### config.mk
export PLATFORM = sky130hd
export DESIGN_NAME = interval_timer_ctl
export DESIGN_NICKNAME = d
export VERILOG_FILES = /design/src/rtl/interval_timer_ctl.sv
export SDC_FILE = /design/constraint.sdc
export NUM_CORES = 1
export LEC_CHECK = 0
export CORE_MARGIN = 3
export CORE_UTILIZATION = 51
export DETAILED_ROUTE_END_ITERATION = 16
export PLACE_DENSITY = 0.76
export SLEW_MARGIN = 5
export SYNTH_ARGS = -nofsm -noshare
export SYNTH_HDL_FRONTEND = slang
export SYNTH_SLANG_ARGS = --single-unit
### constraint.sdc
create_clock -name clk -period 2.9 [get_ports clk]
set_input_delay 0.725 -clock clk [delete_from_list [all_inputs] [get_ports clk]]
set_output_delay 0.725 -clock clk [all_outputs]
set_load 0.01 [all_outputs]
### src/rtl/interval_timer_ctl.sv
// Interval timer: prescaled up/down counter with run/pause/done control and a hex 7-segment view of the count.
// Latency: count/status registered; seg combinational from count; timeout one cycle after the terminal step.
// Backpressure: none; start/stop/clr are single-cycle pulses, priority clr > stop > start.
module interval_timer_ctl #(
    parameter int TICK_DIV    = 50000,
    parameter int CNT_W       = 4,
    parameter bit SEG_ACT_LOW = 1'b0
) (
    input  logic             clk,
    input  logic             rst,
    input  logic             start,
    input  logic             stop,
    input  logic             clr,
    input  logic             dir,
    input  logic             reload_en,
    input  logic [CNT_W-1:0] interval,
    output logic [CNT_W-1:0] count,
    output logic [6:0]       seg,
    output logic             running,
    output logic             paused,
    output logic             done,
    output logic             timeout
);
    localparam int PW = $clog2(TICK_DIV);
    localparam int NW = (CNT_W < 4) ? CNT_W : 4;

    localparam logic [1:0] S_IDLE  = 2'd0;
    localparam logic [1:0] S_RUN   = 2'd1;
    localparam logic [1:0] S_PAUSE = 2'd2;
    localparam logic [1:0] S_DONE  = 2'd3;

    logic [1:0]       state;
    logic [PW-1:0]    pre;
    logic             dir_q;
    logic             rel_q;
    logic [CNT_W-1:0] ival_q;
    logic             pend;

    logic             tick;
    logic [CNT_W-1:0] term_val;
    logic [CNT_W-1:0] start_val;
    logic [CNT_W-1:0] nxt;

    assign tick      = (state == S_RUN) && (pre == PW'(TICK_DIV - 1));
    assign term_val  = dir_q ? '0 : ival_q;
    assign start_val = dir_q ? ival_q : '0;
    assign nxt       = dir_q ? (count - 1'b1) : (count + 1'b1);

    // pend marks the edge that reached terminal; timeout follows it by one cycle
    always_ff @(posedge clk) begin
        if (rst) begin
            state   <= S_IDLE;
            pre     <= '0;
            count   <= '0;
            dir_q   <= 1'b0;
            rel_q   <= 1'b0;
            ival_q  <= '0;
            pend    <= 1'b0;
            timeout <= 1'b0;
        end else begin
            timeout <= pend;
            pend    <= 1'b0;
            if (clr) begin
                state   <= S_IDLE;
                pre     <= '0;
                count   <= '0;
                timeout <= 1'b0;
            end else begin
                case (state)
                    S_IDLE, S_DONE: begin
                        if (start) begin
                            dir_q  <= dir;
                            rel_q  <= reload_en;
                            ival_q <= interval;
                            count  <= dir ? interval : '0;
                            pre    <= '0;
                            state  <= S_RUN;
                        end
                    end
                    S_RUN: begin
                        if (stop) begin
                            state <= S_PAUSE;
                        end else if (ival_q == '0) begin
                            // degenerate interval: finish at once, reload is meaningless
                            state   <= S_DONE;
                            pre     <= '0;
                            timeout <= 1'b1;
                        end else if (tick) begin
                            pre <= '0;
                            if (count == term_val) begin
                                count <= start_val;
                            end else begin
                                count <= nxt;
                                if (nxt == term_val) begin
                                    pend <= 1'b1;
                                    if (!rel_q) state <= S_DONE;
                                end
                            end
                        end else begin
                            pre <= pre + 1'b1;
                        end
                    end
                    S_PAUSE: begin
                        if (start) state <= S_RUN;
                    end
                    default: state <= S_IDLE;
                endcase
            end
        end
    end

    assign running = (state == S_RUN);
    assign paused  = (state == S_PAUSE);
    assign done    = (state == S_DONE);

    logic [3:0] nib;
    logic [6:0] raw;

    assign nib = 4'(count[NW-1:0]);

    always_comb begin
        raw = 7'h00;
        case (nib)
            4'h0: raw = 7'h3F;
            4'h1: raw = 7'h06;
            4'h2: raw = 7'h5B;
            4'h3: raw = 7'h4F;
            4'h4: raw = 7'h66;
            4'h5: raw = 7'h6D;
            4'h6: raw = 7'h7D;
            4'h7: raw = 7'h07;
            4'h8: raw = 7'h7F;
            4'h9: raw = 7'h6F;
            4'hA: raw = 7'h77;
            4'hB: raw = 7'h7C;
            4'hC: raw = 7'h39;
            4'hD: raw = 7'h5E;
            4'hE: raw = 7'h79;
            4'hF: raw = 7'h71;
            default: raw = 7'h00;
        endcase
    end

    assign seg = SEG_ACT_LOW ? ~raw : raw;
endmodule

Word level (Yosys, flattened, before mapping)

Memories as Yosys holds them, arrays and structs flattened. A register that Yosys moved wholly into a read port is not among the register bits.
Cells that the tools add are included.
Widths: inputs -> output; s select.

Flip-flop bits (word level): 30
Latch bits: 0
Bits in writable memories: 0
ROM bits: 112
Input port bits: 11
Output and inout bits: 15
Word-level logic and storage cells: 71
Memories kept: 1

Memory list:

| memory           | words | width | read ports | clocked after Yosys merged registers in | write ports | line | source |
|---|---|---|---|---|---|---|---|
| (name not given) | 16    | 7     | 1          | 1                                       | 0           | 123  | `case (nib)` |

Add/subtract/negate cells: 3
Multipliers: 0
Divide/modulo/power cells: 0
Magnitude comparators: 0
Equality and inequality tests: 15
Shift-type cells: 0
Multiplexer cells: 29
Bitwise gates (word level): 3
Reduce and logical (&&, ||, !) cells: 12

Operators with widths:

| cell                  | number |
|---|---|
| $mux 16               | 4 |
| $mux 4                | 11 |
| $pmux 16 s2           | 1 |
| $add 16x1->16 const B | 1 |
| $eq 16x16->1 const B  | 1 |
| $mux 2                | 7 |
| $reduce_and 5->1      | 2 |
| $eq 4x4->1            | 2 |
| $ne 4x2->1 const B    | 2 |
| $pmux 4 s2            | 1 |
| $reduce_or 7->1       | 1 |
| $ne 2x2->1 const B    | 3 |
| $reduce_and 3->1      | 2 |
| $add 4x1->4 const B   | 1 |
| $eq 2x2->1 const B    | 2 |
| $logic_not 4->1       | 1 |
| $mux 1                | 4 |
| $ne 2x1->1 const B    | 2 |
| $ne 4x3->1 const B    | 1 |
| $ne 4x4->1 const B    | 1 |
| $pmux 2 s2            | 1 |
| $reduce_or 2->1       | 2 |
| $sub 4x1->4 const B   | 1 |
| $not 1->1             | 3 |
| 5 further kinds       | 5 |

Depth between registers and ports, before layout

Gate-level depths: netlist of run 1.

Depth after elaboration: 9
Depth in mapped cells: 14
Mapped depth without buffers: 13

Least setup slack after synthesis of run 1

Ideal clock, no wire load.

Kind: register to register
From: register count[0]
To: register, netlist name seg[2]
Setup time: 122 ps
Arrival time: 2,750 ps
Data required time: 2,778 ps
Setup slack: 28 ps
Cell stages (with the launch flop): 11
Buffers on the path: 1
Clock period less this slack: 2,872 ps
Cells stage by stage: dfxtp_1 clkbuf_2 nor2b_1 or4_4 a32oi_4 mux2i_1 a22oi_1 a21oi_1 inv_1 ha_1 o32a_1

Cells in the longest elaborated chain, start to end: 9
Elaborated cells between the ends (all ways): 11
Classes of those cells: 2 x add/sub; 1 x eq/ne; 8 x mux

Ends and longest elaborated chain:

| what                                              | line | source |
|---|---|---|
| start, declared                                   | 17   | `output logic [CNT_W-1:0] count,` |
| start signal, assigned                            | 75   | `count <= dir ? interval : '0;` |
| start signal, assigned                            | 91   | `count <= start_val;` |
| start signal, assigned                            | 93   | `count <= nxt;` |
| $add 4x1->4 / $sub 4x1->4 (equally long branches) | 47   | `assign nxt = dir_q ? (count - 1'b1) : (count + 1'b1);` |
| $mux 4                                            | 47   |  |
| $mux 4                                            | 90   | `if (count == term_val) begin` |
| $mux 4                                            | 88   | `end else if (tick) begin` |
| $mux 4                                            | 83   | `end else if (ival_q == '0) begin` |
| $mux 4                                            | 81   | `if (stop) begin` |
| $pmux 4 s2                                        | 69   | `case (state)` |
| $mux 4 (no line) (*) (2 in a row)                 | n/a  |  |

Every way passes the cells marked *; elsewhere a longest branch is shown, timed or not. The select of a mux whose other input is x is not followed.
A chain may end at the register's enable or synchronous reset.

Worst setup path after layout of run 1

From: register count[0]
To: register, netlist name seg[4]

Cells in the longest elaborated chain, start to end: 9
Elaborated cells between the ends (all ways): 11
Classes of those cells: 2 x add/sub; 1 x eq/ne; 8 x mux

Ends and longest elaborated chain:

| what                                              | line |
|---|---|
| $add 4x1->4 / $sub 4x1->4 (equally long branches) | 47 |
| $mux 4                                            | 47 |
| $mux 4                                            | 90 |
| $mux 4                                            | 88 |
| $mux 4                                            | 83 |
| $mux 4                                            | 81 |
| $pmux 4 s2                                        | 69 |
| $mux 4 (no line) (*) (2 in a row)                 | n/a |

Marked as above.

==> results of run 1 <==
[worst paths after layout]
| path | slack, ns | startpoint | end | depth (start not counted) |
|---|---|---|---|---|
| setup reg to reg | 0.13 | count[0] | seg[4] | 12 |
| hold / removal | 0.46 | pend | timeout | 2 |
| hold reg to reg | 0.46 | pend | timeout | 2 |
| setup / recovery | 0.13 | count[0] | seg[4] | 12 |
[state kept, by name, indices dropped and copies added, names as in the netlist]
register	flops
count	4
dir_q	1
ival_q	4
pend	1
pre	16
rel_q	1
seg	7
state	2
timeout	1
[placed cells by master, fill, tap and decap left out, types with 2 or more instances in the layout]
cell type / netlist / layout
a22oi_1: 3 / 2
nor2_1: 34 / 34
dfxtp_1: 37 / 37
a31oi_1: 2 / 2
and4_1: 2 / 2
o21ai_0: 15 / 15
xor2_1: 9 / 9
a21o_1: 3 / 3
o211ai_1: 2 / 2
a21oi_1: 14 / 13
o22ai_1: 2 / 2
a21boi_0: 3 / 2
clkdlybuf4s50_1: 0 / 25
nor4_1: 2 / 2
o21a_1: 2 / 2
nor2b_1: 6 / 6
inv_1: 10 / 10
a211oi_2: 2 / 2
nand3b_1: 3 / 3
xnor2_1: 6 / 6
nor3_1: 5 / 5
nand4_1: 4 / 4
mux2i_1: 11 / 11
and2_1: 2 / 2
nor4b_1: 3 / 2
a211oi_1: 3 / 3
nand3_1: 9 / 9
ha_1: 13 / 13
a211o_1: 2 / 2
clkbuf_8: 0 / 6
nand2_1: 22 / 22
buf_4: 1 / 30
and3_1: 6 / 6
nand2b_1: 2 / 2
[cell type report]
type	count	area share [%]
clock buffers	6	2.85
clock inverters	2	0.474
inverters	11	1.42
multi-input cells	211	51.2
flip-flops and latches	37	25.5
well taps	50	2.16
repair buffers	55	16.4
[kinds of logic after synthesis]
group	count (synthesis)
xor+xnor	16
buf+inv	22
flops	37
mux	12
simple gates	107
compound gates	62
fa+ha+maj	14
[per-layer routing]
metal / up-vias / wire, µm / GRT usage [%]
li1: 1071 / - / -
met1: 961 / 2560 / 30.1
met2: 59 / 2260 / 30.7
met3: 5 / 285 / 4.13
met4: 0 / 57 / 7.79
met5: - / 0 / 0
[stage by stage]
step	hold slack, ns	total power (µW)	instance area, µm²	std cells
floorplan	0.413	747	2300	270
global placement	0.443	861	2780	362
detailed placement	0.448	864	2780	362
CTS	0.467	1250	2870	370
global route	0.505	1330	2900	372
finish	0.462	1260	2900	372
[timing repair]
| action | CTS | global route |
|---|---|---|
| endpoints found under the setup margin | 0 | 4 |
| buffers inserted | 0 | 2 |
| gates resized for setup | 0 | 4 |
[power by group through the flow]
stage / registers [µW] / logic, µW / clock network, µW
detailed placement: 555 / 309 / 0
global route: 546 / 357 / 422
global placement: 556 / 305 / 0
floorplan: 561 / 186 / 0
CTS: 544 / 311 / 396
finish: 543 / 326 / 388
[worst max-delay path, stage by stage, from the launching register on]
cell and delay, ns:
dfxtp_1 0.40, nor2b_1 0.08, or4_4 0.49, a32oi_4 0.27, mux2i_1 0.26, a221oi_2 0.10
buf_4 0.15, nor2_1 0.12, ha_1 0.23, inv_1 0.08, a2111o_1 0.28, o31ai_1 0.07
a21oi_1 0.11
==> results.sh, run 1 <==
export IMPL_p_sw_share_pct=29.7
export IMPL_yosysWarnings=0
export IMPL_grt_pass1_wl_mm=8.97
export IMPL_p_leak_uw=0.00120
export IMPL_grt_overflow_total=0
export IMPL_finalWirelength_mm=5.16
export IMPL_pin_count=26
export IMPL_area_growth_pct=26.1
export IMPL_clock_path_buffers=2
export IMPL_p_comb_share_pct=25.9
export IMPL_regArea_um2=741
export IMPL_fin_util_pct=69.5
export IMPL_setup_slack_ns=0.132
export IMPL_ys_ff_latch=37
export IMPL_drive_above_1_share_pct=16.5
export IMPL_fin_nets=346
export IMPL_core_um2=4170
export IMPL_synth_top_area_share_pct=32.2
export IMPL_routed_via_density=5.63
export IMPL_hpwl_mm=3.82
export IMPL_timing_clock_skew_ns=0.00674
export IMPL_fin_crit_ns=2.77
export IMPL_end_kind="register"
export IMPL_finalHoldViolations=0
export IMPL_start_util_pct=55.1
export IMPL_cts_made_buffers=5
export IMPL_drc=0
export IMPL_critical_path_max_fanout=5
export IMPL_ant_nets=0
export IMPL_die_height_um=73.2
export IMPL_rsz0062_at_grt="true"
export IMPL_yosys_top_cells_area="dfxtp_1 (32%), ha_1 (7.1%), nor2_1 (5.5%)"
export IMPL_syn_avg_cell_area_um2=8.52
export IMPL_nFillCells=341
export IMPL_synth_cells=270
export IMPL_slew_headroom_pct=69.4
export IMPL_fmax_mhz=361
export IMPL_path_class="register to register"
export IMPL_yosys_cell_count_top_type="dfxtp_1"
export IMPL_synth_xor_area_share_pct=6.69
export IMPL_drt_iter0_markers=143
export IMPL_yosys_area_share_simple_pct=24.1
export IMPL_dieArea_um2=5350
export IMPL_grt_usage_pct=20.9
export IMPL_synth_top_flop_cell="dfxtp_1"
export IMPL_sequentialPowerShare_pct=43.2
export IMPL_min_period_over_period_pct=95.4
export IMPL_yosys_area_top_type="dfxtp_1"
export IMPL_vdd_drop_max_v=0.000262
export IMPL_row_count=23
export IMPL_multi_input_area_um2=1490
export IMPL_status="finished clean"
export IMPL_synth_commonest_cells="dfxtp_1 (37), nor2_1 (34), nand2_1 (22), o21ai_0 (15), a21oi_1 (14)"
export IMPL_cp_required_ns=3.07
export IMPL_synth_seq_area_share_pct=32.2
export IMPL_hold_buffers=0
export IMPL_power_density_nw_per_um2=433
export IMPL_portBuffers=25
export IMPL_synth_nets=295
export IMPL_synth_top_family_by_area="simple AND/OR/NAND/NOR gates"
export IMPL_clk_pin_slew_ns=0.08
export IMPL_antenna_found_initial=0
export IMPL_min_path_type="register to register"
export IMPL_tightest_slew_ns=0.455
export IMPL_grt_pass1_vias=1971
export IMPL_ys_types=55
export IMPL_synthAdderAreaFrac_pct=7.94
export IMPL_vias=2096
export IMPL_pre_cts_slack_ns=-0.100
export IMPL_clock_root_buffer="clkbuf_8"
export IMPL_synth_edf_count=0
export IMPL_insertion_delay_ns=0.29
export IMPL_cp_start_kind="register"
export IMPL_setup_viol=0
export IMPL_p_switching_uw=374
export IMPL_first_pass_iters=4
export IMPL_post_drt_wl_per_cell_um=13.9
export IMPL_synth_compound_area_share_pct=19.7
export IMPL_crit_arrival_ns=2.93
export IMPL_ys_async_sr_fraction_pct=0
export IMPL_maxCapViolCount=0
export IMPL_clkSinkCount=37
export IMPL_finalMaxSlewViolations=0
export IMPL_synthMuxAreaShare_pct=5.44
export IMPL_intPower_uw=884
export IMPL_cts_htree_levels=2
export IMPL_die_x_um=73.2
export IMPL_cts_tree="yes"
export IMPL_grt_max_degree=14
export IMPL_power_frac_clock_pct=30.9
export IMPL_diodes=0
export IMPL_gp_congestion=0.849
export IMPL_fin_tns_setup_ns=0
export IMPL_synth_area_um2=2300
Note: power is estimated with default switching activity, not from simulation.
==> run 2: changes to the inputs <==
Settings changed: ABC_CLOCK_PERIOD_IN_PS set to 2900.
==> results of run 2 <==
Same layout as run 1: the final DEF is identical, and so are final timing and power.
